`config.mk`:
```
export PLATFORM = sky130hd
export DESIGN_NAME = led_pwm_mux
export DESIGN_NICKNAME = d
export VERILOG_FILES = /design/src/rtl/led_pwm_mux.sv
export SDC_FILE = /design/constraint.sdc
export NUM_CORES = 1
export LEC_CHECK = 0
export CAP_MARGIN = 0
export CORE_ASPECT_RATIO = 0.6
export CORE_MARGIN = 8
export CORE_UTILIZATION = 50
export CTS_BUF_LIST = sky130_fd_sc_hd__clkbuf_4 sky130_fd_sc_hd__clkbuf_8
export CTS_CLUSTER_DIAMETER = 100
export DETAILED_ROUTE_END_ITERATION = 8
export PLACE_DENSITY = 0.66
export SLEW_MARGIN = 20
export SYNTH_ARGS = -nofsm -noshare
export SYNTH_HDL_FRONTEND = slang
export SYNTH_SLANG_ARGS = --single-unit
```
`constraint.sdc`:
```
create_clock -name clk -period 56.5 [get_ports clk]
set_input_delay 11.3 -clock clk [delete_from_list [all_inputs] [get_ports clk]]
set_output_delay 11.3 -clock clk [all_outputs]
set_load 0.005 [all_outputs]
```
`src/rtl/led_pwm_mux.sv`:
```
// led_pwm_mux: double-buffered PWM scanner for common-sink multiplexed RGB LEDs.
// Sinks (ledrgb) are scanned one phase at a time. Each phase starts with a blanking gap,
// then 2^PWM_BITS duty slots in which the source lines (ledc) compare against the front buffer.
module led_pwm_mux #(
    parameter int NUM_LEDS   = 11,
    parameter int NUM_PHASES = 3,
    parameter int PWM_BITS   = 8,
    parameter int PRESCALE   = 0,
    parameter int DEAD_TIME  = 2,
    parameter logic [2*NUM_PHASES*NUM_LEDS-1:0] LED_MAP = {NUM_LEDS{(2*NUM_PHASES)'(8'hE4)}}
) (
    input  logic                        clk,
    input  logic                        rst,
    input  logic                        enable,
    input  logic                        wr_en,
    input  logic [$clog2(NUM_LEDS)-1:0] wr_led,
    input  logic [1:0]                  wr_color,
    input  logic [PWM_BITS-1:0]         wr_data,
    input  logic                        swap_req,
    output logic                        swap_pending,
    output logic                        swap_done,
    output logic                        frame_start,
    output logic [NUM_LEDS-1:0]         ledc,
    output logic [NUM_PHASES-1:0]       ledrgb
);

    localparam int DEAD_W = (DEAD_TIME > 1) ? $clog2(DEAD_TIME) : 1;
    localparam int PRE_W  = (PRESCALE > 0) ? $clog2(PRESCALE + 1) : 1;

    localparam logic [DEAD_W-1:0]   DEAD_LAST  = DEAD_W'(DEAD_TIME - 1);
    localparam logic [PRE_W-1:0]    PRE_LAST   = PRE_W'(PRESCALE);
    localparam logic [1:0]          PHASE_LAST = 2'(NUM_PHASES - 1);
    localparam logic [PWM_BITS-1:0] SLOT_LAST  = '1;

    typedef enum logic [1:0] {
        IDLE,
        BLANK,
        ACTIVE
    } state_t;

    state_t                r_state;
    state_t                w_stateNext;
    logic [1:0]            r_phase;
    logic [1:0]            w_phaseNext;
    logic [PWM_BITS-1:0]   r_slot;
    logic [PWM_BITS-1:0]   w_slotNext;
    logic [DEAD_W-1:0]     r_dead;
    logic [DEAD_W-1:0]     w_deadNext;
    logic [PRE_W-1:0]      r_pre;
    logic [PRE_W-1:0]      w_preNext;
    logic                  w_frameBegin;
    logic                  w_frameEnd;
    logic                  w_swapNow;
    logic                  w_wrValid;
    logic [1:0]            w_wrPhase;

    logic                  r_front;
    logic                  r_swapPending;
    logic                  r_swapDone;
    logic                  r_frameStart;
    logic [NUM_LEDS-1:0]   r_ledc;
    logic [NUM_PHASES-1:0] r_ledrgb;

    // Two frame buffers; r_front selects the displayed one, the other is the host's back buffer.
    logic [PWM_BITS-1:0]   r_buf [2][NUM_LEDS][NUM_PHASES];

    // Scan state and counters advance every clock; everything returns to zero in reset.
    always_ff @(posedge clk or posedge rst) begin
        if (rst) begin
            r_state <= IDLE;
            r_phase <= '0;
            r_slot  <= '0;
            r_dead  <= '0;
            r_pre   <= '0;
        end else begin
            r_state <= w_stateNext;
            r_phase <= w_phaseNext;
            r_slot  <= w_slotNext;
            r_dead  <= w_deadNext;
            r_pre   <= w_preNext;
        end
    end

    // Next-state logic: blank gap, slot/prescale counting, phase stepping and frame boundary.
    always_comb begin
        w_stateNext  = r_state;
        w_phaseNext  = r_phase;
        w_slotNext   = r_slot;
        w_deadNext   = r_dead;
        w_preNext    = r_pre;
        w_frameBegin = 1'b0;
        w_frameEnd   = 1'b0;
        if (!enable) begin
            w_stateNext = IDLE;
            w_phaseNext = '0;
            w_slotNext  = '0;
            w_deadNext  = '0;
            w_preNext   = '0;
        end else begin
            case (r_state)
                IDLE: begin
                    w_stateNext  = BLANK;
                    w_phaseNext  = '0;
                    w_deadNext   = '0;
                    w_frameBegin = 1'b1;
                end
                BLANK: begin
                    if (r_dead == DEAD_LAST) begin
                        w_stateNext = ACTIVE;
                        w_deadNext  = '0;
                        w_slotNext  = '0;
                        w_preNext   = '0;
                    end else begin
                        w_deadNext = r_dead + DEAD_W'(1);
                    end
                end
                ACTIVE: begin
                    if (r_pre == PRE_LAST) begin
                        w_preNext = '0;
                        if (r_slot == SLOT_LAST) begin
                            w_slotNext  = '0;
                            w_stateNext = BLANK;
                            if (r_phase == PHASE_LAST) begin
                                w_phaseNext  = '0;
                                w_frameBegin = 1'b1;
                                w_frameEnd   = 1'b1;
                            end else begin
                                w_phaseNext = r_phase + 2'd1;
                            end
                        end else begin
                            w_slotNext = r_slot + PWM_BITS'(1);
                        end
                    end else begin
                        w_preNext = r_pre + PRE_W'(1);
                    end
                end
                default: begin
                    w_stateNext = IDLE;
                end
            endcase
        end
    end

    // Translate the logical colour of a write into its physical phase and reject out-of-range targets.
    always_comb begin
        w_wrPhase = 2'd0;
        w_wrValid = 1'b0;
        if (int'(wr_led) < NUM_LEDS && int'(wr_color) < NUM_PHASES) begin
            w_wrPhase = LED_MAP[(int'(wr_led) * NUM_PHASES + int'(wr_color)) * 2 +: 2];
            w_wrValid = wr_en && (int'(w_wrPhase) < NUM_PHASES);
        end
    end

    assign w_swapNow = (r_swapPending || swap_req) && (r_state == IDLE || w_frameEnd);

    // Host writes always target the buffer that is not being displayed at this edge.
    always_ff @(posedge clk or posedge rst) begin
        if (rst) begin
            for (int b = 0; b < 2; b++) begin
                for (int l = 0; l < NUM_LEDS; l++) begin
                    for (int p = 0; p < NUM_PHASES; p++) begin
                        r_buf[b][l][p] <= '0;
                    end
                end
            end
        end else if (w_wrValid) begin
            r_buf[~r_front][wr_led][w_wrPhase] <= wr_data;
        end
    end

    // Swap handshake and frame pulses; a swap is held pending until the frame boundary (or IDLE).
    always_ff @(posedge clk or posedge rst) begin
        if (rst) begin
            r_front       <= 1'b0;
            r_swapPending <= 1'b0;
            r_swapDone    <= 1'b0;
            r_frameStart  <= 1'b0;
        end else begin
            r_front       <= r_front ^ w_swapNow;
            r_swapPending <= w_swapNow ? 1'b0 : (r_swapPending || swap_req);
            r_swapDone    <= w_swapNow;
            r_frameStart  <= w_frameBegin;
        end
    end

    // Registered LED drive: sink and PWM sources follow the scan state one clock later.
    always_ff @(posedge clk or posedge rst) begin
        if (rst) begin
            r_ledc   <= '0;
            r_ledrgb <= '0;
        end else if (enable && r_state == ACTIVE) begin
            r_ledrgb <= NUM_PHASES'(1) << r_phase;
            for (int l = 0; l < NUM_LEDS; l++) begin
                r_ledc[l] <= (r_slot < r_buf[r_front][l][r_phase]);
            end
        end else begin
            r_ledc   <= '0;
            r_ledrgb <= '0;
        end
    end

    assign swap_pending = r_swapPending;
    assign swap_done    = r_swapDone;
    assign frame_start  = r_frameStart;
    assign ledc         = r_ledc;
    assign ledrgb       = r_ledrgb;

endmodule

```
# ---- Yosys cells after proc, flatten, opt, wreduce, memory -nomap -nowiden
# Index checks and enable logic that the tools add are counted.
dict set report totals {
  register_bits 560
  latch_bits 0
  ram_bits 0
  mem_bits_ro 0
  in_bits 19
  out_inout_bits 17
  word_cells 215
  mem_count 0
}
dict set report classes {
  add_sub_neg 5
  n_mul 1
  div 0
  order_cmp 22
  n_eq_ne 10
  shift 2
  mux 77
  bitwise_logic 7
  n_reduce_logical 14
}
# op count
set op_table {}
lappend op_table {{264-bit two-way mux} 4}
lappend op_table {{528-bit bitwise mux} 1}
lappend op_table {{264-bit demux with 1-bit select} 1}
lappend op_table {{8-bit two-way mux} 27}
lappend op_table {{8-bit binary-select mux with 2-bit select} 11}
lappend op_table {{24-bit demux with 4-bit select} 1}
lappend op_table {{8-bit < comparator} 11}
lappend op_table {{66-bit by 9-bit variable part select with 2-bit output, first input constant} 1}
lappend op_table {{24-bit two-way mux} 1}
lappend op_table {{2-bit two-way mux} 9}
lappend op_table {{8-bit demux with 2-bit select} 1}
lappend op_table {{8-bit case mux with 2 select lines} 1}
lappend op_table {{1-bit two-way mux} 13}
lappend op_table {{11-bit two-way mux} 1}
lappend op_table {{3-bit by 1-bit inequality test with 1-bit output, second input constant} 3}
lappend op_table {{3-bit inequality test, second input constant} 3}
lappend op_table {{3-bit AND reduction} 3}
lappend op_table {{8-bit by 1-bit adder with 8-bit output, second input constant} 1}
lappend op_table {{8-bit equality test, second input constant} 1}
lappend op_table {{6-bit by 2-bit adder with 7-bit output} 1}
lappend op_table {{1-bit logical AND} 7}
lappend op_table {{3-bit greater-or-equal comparator, second input constant} 2}
lappend op_table {{4-bit by 2-bit multiplier with 6-bit output, second input constant} 1}
lappend op_table {{2-bit inverter with 3-bit output} 2}
lappend op_table {{23 further kinds} 31}

# ---- Longest topological paths before layout
# Gate-level depths: netlist (run 1).
dict set report logic_depth {
  word_depth 14
  mapped_depth 15
  mapped_depth_nobuf 12
}

# ---- Least setup slack after synthesis (run 1)
# No wires, ideal clock.
dict set report synth_path {
  path_kind {input port to flip-flop}
  start {input port wr_led[0]}
  end {register r_buf[112] (netlist name)}
  setup_ns 0.125
  arrival_ns 14.602
  t_required_ns 56.375
  slack_ns 41.773
  path_stages 15
  n_path_buf 3
  cell_sequence {inv_1 fa_1 inv_1 ha_1 inv_1 fa_1 buf_6 mux2_2 mux2_2 nand3b_1 a21oi_1 buf_6 buf_6 nor3_2 mux2_2}
}
dict set report synth_via {
  elab_chain_cells 14
  elab_cells_between_ends 24
  classes_between {add/sub: 1; mul: 1; order compare: 6; shift: 1; mux: 9; bitwise: 2; reduce/logical: 4}
}
# item line_no
set synth_lines {}
lappend synth_lines {{start: declaration} 16} ;# input logic [$clog2(NUM_LEDS)-1:0] wr_led,
lappend synth_lines {{4-bit by 2-bit multiplier with 6-bit output} 149} ;# w_wrPhase = LED_MAP[(int'(wr_led) * NUM_PHASES + int'(wr_color)) * 2 +: 2];
lappend synth_lines {{6-bit by 2-bit adder with 7-bit output} 149}
lappend synth_lines {{66-bit by 9-bit variable part select with 2-bit output} 149}
lappend synth_lines {{2-bit two-way mux} 148} ;# if (int'(wr_led) < NUM_LEDS && int'(wr_color) < NUM_PHASES) begin
lappend synth_lines {{2-bit inverter with 3-bit output} 167} ;# r_buf[~r_front][wr_led][w_wrPhase] <= wr_data;
lappend synth_lines {{3-bit greater-or-equal comparator (not written as such) or 3-bit by 1-bit < comparator with 1-bit output (tied branches)} 167}
lappend synth_lines {{1-bit logical AND (not written as such)} 167}
lappend synth_lines {{8-bit two-way mux (not written as such)} 167}
lappend synth_lines {{8-bit demux with 2-bit select} 167}
lappend synth_lines {{24-bit two-way mux (not written as such)} 167}
lappend synth_lines {{24-bit demux with 4-bit select} 167}
lappend synth_lines {{264-bit two-way mux (not written as such)} 167}
lappend synth_lines {{264-bit demux with 1-bit select} 167}
lappend synth_lines {{528-bit bitwise mux} 167}
lappend synth_lines {{end signal: indexed assignment} 167}
lappend synth_lines {{end: declaration} 65} ;# logic [PWM_BITS-1:0] r_buf [2][NUM_LEDS][NUM_PHASES];
# Several ways; a longest one is shown, not always the timed one.
# A chain may end at the register's enable or synchronous reset.

# ---- Worst setup path after layout (run 1)
dict set report layout_path {
  start {input port wr_led[0]}
  end {register r_buf[367] (netlist name)}
}
# The elaborated chain is that of the path after synthesis.

==> results of run 1 <==
-- power by group through the flow --
| stage | clock [mW] | combinational (mW) | sequential (mW) |
|---|---|---|---|
| 6_report | 0.368 | 0.265 | 0.508 |
| 4_1_cts | 0.377 | 0.265 | 0.507 |
| 2_1_floorplan | 0 | 0.207 | 0.499 |
| 5_1_grt | 0.396 | 0.294 | 0.517 |
| 3_3_place_gp | 0 | 0.255 | 0.511 |
| 3_5_place_dp | 0 | 0.264 | 0.514 |
-- synthesized netlist by cell type, types with 21 or more instances --
library cell / n
a211oi_1: 21
mux2_2: 528
mux2i_1: 177
o211ai_1: 21
nand2_1: 188
buf_2: 23
clkbuf_1: 131
ha_1: 95
o221ai_1: 68
dfrtp_1: 559
o21ai_0: 165
nor3_2: 28
nor2_1: 22
-- sequential cells by signal, indices dropped and copies added, names as in the netlist --
signal        flops
swap_pending      1
r_dead            1
frame_start       1
swap_done         1
r_phase           2
r_state           2
ledc             11
r_slot            8
r_front           1
r_buf           528
ledrgb            3
-- kinds of logic after synthesis --
family	count (synthesis)
AO/OA/AOI/OAI	369
XOR/XNOR	4
adder cells (fa/ha/maj)	97
buffers and inverters	198
flip-flops	559
multiplexers	712
AND/OR/NAND/NOR	336
-- final cells by class --
type                    instances  area [um^2]
diodes                          1         2.50
flip-flops and latches        559        14000
inverters                      18         75.1
fillers                      4729        24900
well taps                     759          950
repair buffers                 69          594
clock inverters                16          193
clock buffers                 136         1680
multi-input cells            1518        13400
-- metal layers --
metal / vias up / share of wire [%] / global-route usage, %
met5: - / 0.018 / 0
met4: 2 / 2.4 / 6.26
met3: 140 / 5.8 / 4.30
met2: 519 / 43 / 34.0
met1: 9694 / 48 / 33.3
li1: 8276 / - / -
-- per-stage QoR --
stage                     total power [mW]  instance area [um^2]
after floorplan                      0.706                 28200
after global placement               0.766                 29000
after detailed placement             0.778                 29000
after CTS                             1.15                 30900
after global routing                  1.21                 30900
final                                 1.14                 30900
-- cell usage in the layout, fill, tap and decap left out, types with 10 or more instances in the layout --
cell,instances
buf_4,31
nor2_1,22
o21a_1,12
a211oi_1,21
nor3_2,28
and3_1,15
a211o_1,12
mux2i_1,177
a21o_1,11
ha_1,95
o31ai_1,11
clkdlybuf4s50_1,27
clkbuf_8,105
nor3_1,13
clkbuf_4,31
o21ai_0,164
o221a_2,10
o211ai_1,21
o221ai_1,68
or3_1,12
mux2_2,528
a21oi_1,16
inv_1,17
dfrtp_1,556
nor3_4,13
nand2_1,188
-- how the worst max path moves through the flow --
stage / from / endpoint / slack (ns) / depth (start not counted)
detailed placement: wr_led[0] / r_buf[362] / 40.23 / 14
floorplan: rst / frame_start / 29.57 / 1
global placement: wr_led[0] / r_buf[97] / 40.35 / 14
CTS: wr_led[0] / r_buf[102] / 40.93 / 14
finish: wr_led[0] / r_buf[367] / 40.85 / 14
global route: wr_led[0] / r_buf[413] / 40.65 / 14
==> summary.md, run 1 <==
| Metric | Value |
|---|---|
| Initial Util | around half |
| I/O pin count | 36 |
| Post-synth top area share | 49.6% |
| Post_cts resized | 0 |
| Gr usage total | between 20 and 25% |
| Setup TNS Final | 0 ns |
| Vias per std cell | about 6 |
| Worst Path Required | between 50 and 60 ns |
| CTS H-Tree Depth | 3 |
| Largest net degree at the start of global routing | about 230 |
| Die X-Extent | between 300 and 400 um |
| First-pass GRT wire length | between 100000 and 150000 um |
| Cell total after placement | 2923 |
| #FFs+latches synth | 559 |
| Final clock skew | 0.0199 ns |
| Critical path data arrival time | 16.20 ns |
| Max-cap violations | 0 |
| Synth Area per Inst | 12.4 um^2 |
| Flop pwr share | approximately 45% |
| HP Start | r_buf[328] |
| CP cell instances | clkdlybuf4s50_1, inv_1, fa_1, inv_1, ha_1, inv_1, fa_1, mux2_2, mux2_2, o211a_1, a221oi_4, buf_4, or3_1, mux2_2 |
| RSZ-0062 raised after global routing | false |
| Fin crit period | around 16 ns |
| R2R Path Start | r_phase[1] |
| Worst rel slew slack | between 20 and 25% |
| Final core utilization | a little under three fifths |
| Reg2Reg Depth | 10 |
| Largest cells by area after synthesis | dfrtp_1 50%, mux2_2 21%, mux2i_1 6.3% |
| Initial antenna violation count | 4 |
| TritonRoute pass-1 iters | 5 |
| Total core area | roughly 56000 um^2 |
| Post-synth EDFFs | 0 |
| Final Worst Setup Slack | about 41 ns |
| Post-synthesis adder-cell area fraction | 4.36% |
| Buffers on Ports | 35 |
| Critical path type | input pin to flop |
| Netlist cell types | 55 |
| Internal | between 700 and 800 uW |
| Crit-path leading delay family | adder cells |
| Simple-gate share of the synthesized area | between 6 and 7% |
| Routed vias | around 19000 |
| Fmax | roughly 0.064 GHz |
| Critical Path Source Type | input pin |
| Deepest clock path buffer count | 3 |
| CTS tree | done |
| Worst hold slack | between 0.5 and 0.6 ns |
| HP Class | flop to flop |
| Die ar. | 64500 um^2 |
| TritonCTS Buffers | 84 |
| Final slew viol count | 0 |
| Total buffers and inverters traversed by the critical path | 5 |
| Mux cell area share after synthesis | 27.7% |
| Vias in the first global route | ~20000 |
| CTS sink count | roughly 560 |
| Synth Area in Compound Gates | under 10% |
| Final #Nets | 2366 |
| Slew @ Worst Pin | 1.18 ns |
| Worst Hold End | r_buf[328] |
| WL/cell | approximately 23 um |
| R2R Path End | ledc[1] |
| Final hold vios | 0 |
| Sw power | roughly 340 uW |
| Post-Place Setup Slack | between 40 and 50 ns |
| CTS Hold Bufs | 0 |
| Synth warn | 0 |
| Final antenna-violating net count | 0 |
| Synthesized netlist cell count | roughly 2300 |
| Static Leak | about 14 nW |
| Dominant combinational cell family by area after synthesis | multiplexers |
| Clock latency on the worst-skew pair | ~0.67 ns |
| DIE HEIGHT | ~200 um |
| Clock power share | between 30% and 40% |
| Worst-path clk slew | about 0.07 ns |
| Placer Congestion | a little over 0.8 |
| Share of layout cells above drive strength 1 | 34.7% |
| Slowest stage delay, CP | 0.72 ns |
| Final setup vio count | 0 |
| Area growth, synth to finish | 9.60% |
| Status | finished, final reports clean |
| GRT overflow | 0 |
| Synth Area in XOR/XNOR | 0.124% |
| Root buffer cell | clkbuf_8 |
| Worst-path fanout max | 13 |
| Sequential area share after synthesis | between 40% and 50% |
| Fin crit share | about 28% |
| DR DRC count | 0 |
| Post-Syn Area | 28200 um^2 |
| Total length of routed wires | between 70000 and 80000 um |
| Primary FF master, synth | dfrtp_1 |
| Switching Share | 30.0% |
| Hold path depth | 1 |
| Synth area leader | dfrtp_1 |
| Row Count | 67 |
| Post-CTS Setup Bufs | 0 |
| P per Cell Area | around 37 nW/um^2 |
| Final HPWL DP | around 41000 um |
| VDD IR max | approximately 25 uV |
| Initial drt markers | 1450 |
| Async SR Flop Fraction | 100% |
| Final std cells w/o fill | between 3000 and 4000 |
| Crit end category | flop |
| Comb pwr share | a little under a quarter |
| Reg2Reg Setup Slack | 51.14 ns |
| Critical-path top delay cell | fa_1 |
| Syn nets | between 2000 and 2500 |
Power figures use the tool's default switching activity.
==> run 2: changes to the inputs <==
PLACE_DENSITY = 0.68   (was 0.66)
clock period = 14.08 ns   (was 56.5 ns; I/O delays follow)
==> summary.md, run 2 (synthesis results as in run 1) <==
| Metric | Value |
|---|---|
| CP cell instances | clkdlybuf4s50_1, inv_1, fa_1, inv_1, ha_1, inv_1, fa_1, mux2_2, mux2i_1, nor3_1, a211o_1, nor3_2, mux2_2 |
| Final clock skew | 0.0321 ns |
| RSZ-0062 raised after global routing | false |
| Row Count | 67 |
| Final setup vio count | 0 |
| DR WL met2 | between 30000 and 40000 um |
| TritonRoute pass-1 iters | 5 |
| Buffers on Ports | 35 |
| Largest net degree at the start of global routing | 172 |
| Initial antenna violation count | 0 |
| Total length of routed wires | approximately 70000 um |
| CTS tree | done |
| CP dominant cell by count | inv_1 |
| Clock power share | about 33% |
| First-pass GRT wire length | roughly 110000 um |
| WL/cell | roughly 23 um |
| Worst-path fanout max | 11 |
| Die X-Extent | approximately 320 um |
| TritonCTS Buffers | between 80 and 90 |
| Status | finished, final reports clean |
| CP endpoint | r_buf[162] |
| GRT overflow | 0 |
| R2R Path Start | r_phase[1] |
| Routed vias | around 19000 |
| Critical path type | input pin to flop |
| Die ar. | roughly 65000 um^2 |
| Crit end category | flop |
| Clock latency on the worst-skew pair | approximately 0.7 ns |
| Fillers | 4633 |
| Final slew viol count | 0 |
| CTS H-Tree Depth | 3 |
| Post-CTS Setup Bufs | 0 |
| Final core utilization | 55.5% |
| Worst Path Required | 14.61 ns |
| Worst-path clk slew | roughly 0.060 ns |
| Largest register FFs | between 500 and 600 |
| Max-cap violations | 0 |
| R2R Path End | ledc[0] |
| Reg2Reg Depth | 9 |
| Final HPWL DP | about 40000 um |
| P per Cell Area | 149 nW/um^2 |
| DR DRC count | 0 |
| Critical Path Source Type | input pin |
| Critical path data arrival time | between 7 and 8 ns |
| Setup TNS Final | 0 ns |
| Placer Congestion | about 0.8 |
| Fin crit period | 7.03 ns |
| Final Total Pwr | between 4 and 5 mW |
| CTS Hold Bufs | 0 |
| Worst rel slew slack | a little under an eighth |
| Switching Share | between 30 and 40% |
| Slowest stage delay, CP | around 0.78 ns |
| Vias in the first global route | between 15000 and 20000 |
| Root buffer cell | clkbuf_8 |
| Crit path from | wr_led[0] |
| Commonest non-fill, non-tap cells in the layout | 556 x dfrtp_1, 528 x mux2_2, 188 x nand2_1 |
| Total buffers and inverters traversed by the critical path | 4 |
| Total core area | between 50000 and 60000 um^2 |
| VDD IR max | 98.9 uV |
| Post_cts resized | 0 |
| M1 WL | 33900 um |
| Fin crit share | between 40% and 50% |
| Crit-path leading delay family | adder cells |
| Most common cell after layout, fill and taps aside | dfrtp_1 |
| Fmax | between 0.1 and 0.15 GHz |
| DIE HEIGHT | approximately 200 um |
| Deepest clock path buffer count | 3 |
| Initial drt markers | ~1500 |
| Comb pwr share | between 20% and 30% |
| CTS sink count | roughly 560 |
| Highest layer used for signal routing | met4 |
| Reg2Reg Setup Slack | roughly 9 ns |
| HP Class | flop to flop |
| Final #Nets | about 2400 |
| Crit. path cell count | 13 |
| Share of layout cells above drive strength 1 | 34.8% |
| Vias per std cell | 6.05 |
| Static Leak | 14.0 nW |
| Initial Util | between 50% and 60% |
| Largest Register | r_buf |
| I/O pin count | 36 |
| Critical-path top delay cell | nor3_2 |
| Final hold vios | 0 |
| Area growth, synth to finish | 9.77% |
| Met3 WL | approximately 4400 um |
| Slew @ Worst Pin | 1.32 ns |
| Sw power | 1.39 mW |
| Internal | approximately 3.2 mW |
| Final antenna-violating net count | 0 |
| Gr usage total | roughly 22% |
| Flop pwr share | between 40 and 50% |
run 2: cell count changes in the layout (fill, tap and decap cells not counted), sizes merged:
cell	delta
clkinv	+6
bufinv	+2
clkbuf	-6
buf	+3
clkinvlp	+2
inv	-1
run 2: worst min-delay path by stage:
stage	to	cells past startpoint	start	slack (ns)
4_1_cts	r_buf[286]	1	r_buf[286]	0.51
6_report	r_buf[334]	1	r_buf[334]	0.50
3_3_place_gp	r_buf[18]	1	r_buf[18]	0.49
2_1_floorplan	r_buf[16]	1	r_buf[16]	0.48
3_5_place_dp	r_buf[286]	1	r_buf[286]	0.49
5_1_grt	r_buf[79]	1	r_buf[79]	0.52
run 2: power by group through the flow:
| stage | clock (mW) | sequential, mW | combinational, mW |
|---|---|---|---|
| 3_5_place_dp | 0 | 2.07 | 1.05 |
| 3_3_place_gp | 0 | 2.06 | 1.01 |
| 2_1_floorplan | 0 | 2.00 | 0.830 |
| 4_1_cts | 1.53 | 2.04 | 1.05 |
| 6_report | 1.50 | 2.05 | 1.06 |
| 5_1_grt | 1.60 | 2.08 | 1.17 |
run 2: area by class of cell:
cell class	count	area (um^2)	area share (%)
flip-flops and latches	559	14000	45.2
multi-input cells	1518	13400	43.4
clock buffers	130	1600	5.15
well taps	759	950	3.07
repair buffers	72	629	2.03
clock inverters	25	290	0.937
inverters	18	71.3	0.230
diodes	1	2.50	0.00808
run 2: through the flow:
step / area (um^2) / std cells / setup WS, ns / hold slack, ns
after floorplan: 28200 / 2275 / 3.65 / 0.479
after global placement: 29100 / 2925 / 6.52 / 0.486
after detailed placement: 29100 / 2925 / 6.46 / 0.492
after CTS: 30900 / 3080 / 7.13 / 0.506
after global routing: 31000 / 3081 / 6.93 / 0.515
final: 31000 / 3082 / 7.05 / 0.504
run 2: metal layers:
metal	vias up	global-route usage, %
li1	8298	-
met1	9686	31.6
met2	572	34.3
met3	101	4.80
met4	0	5.38
met5	-	0
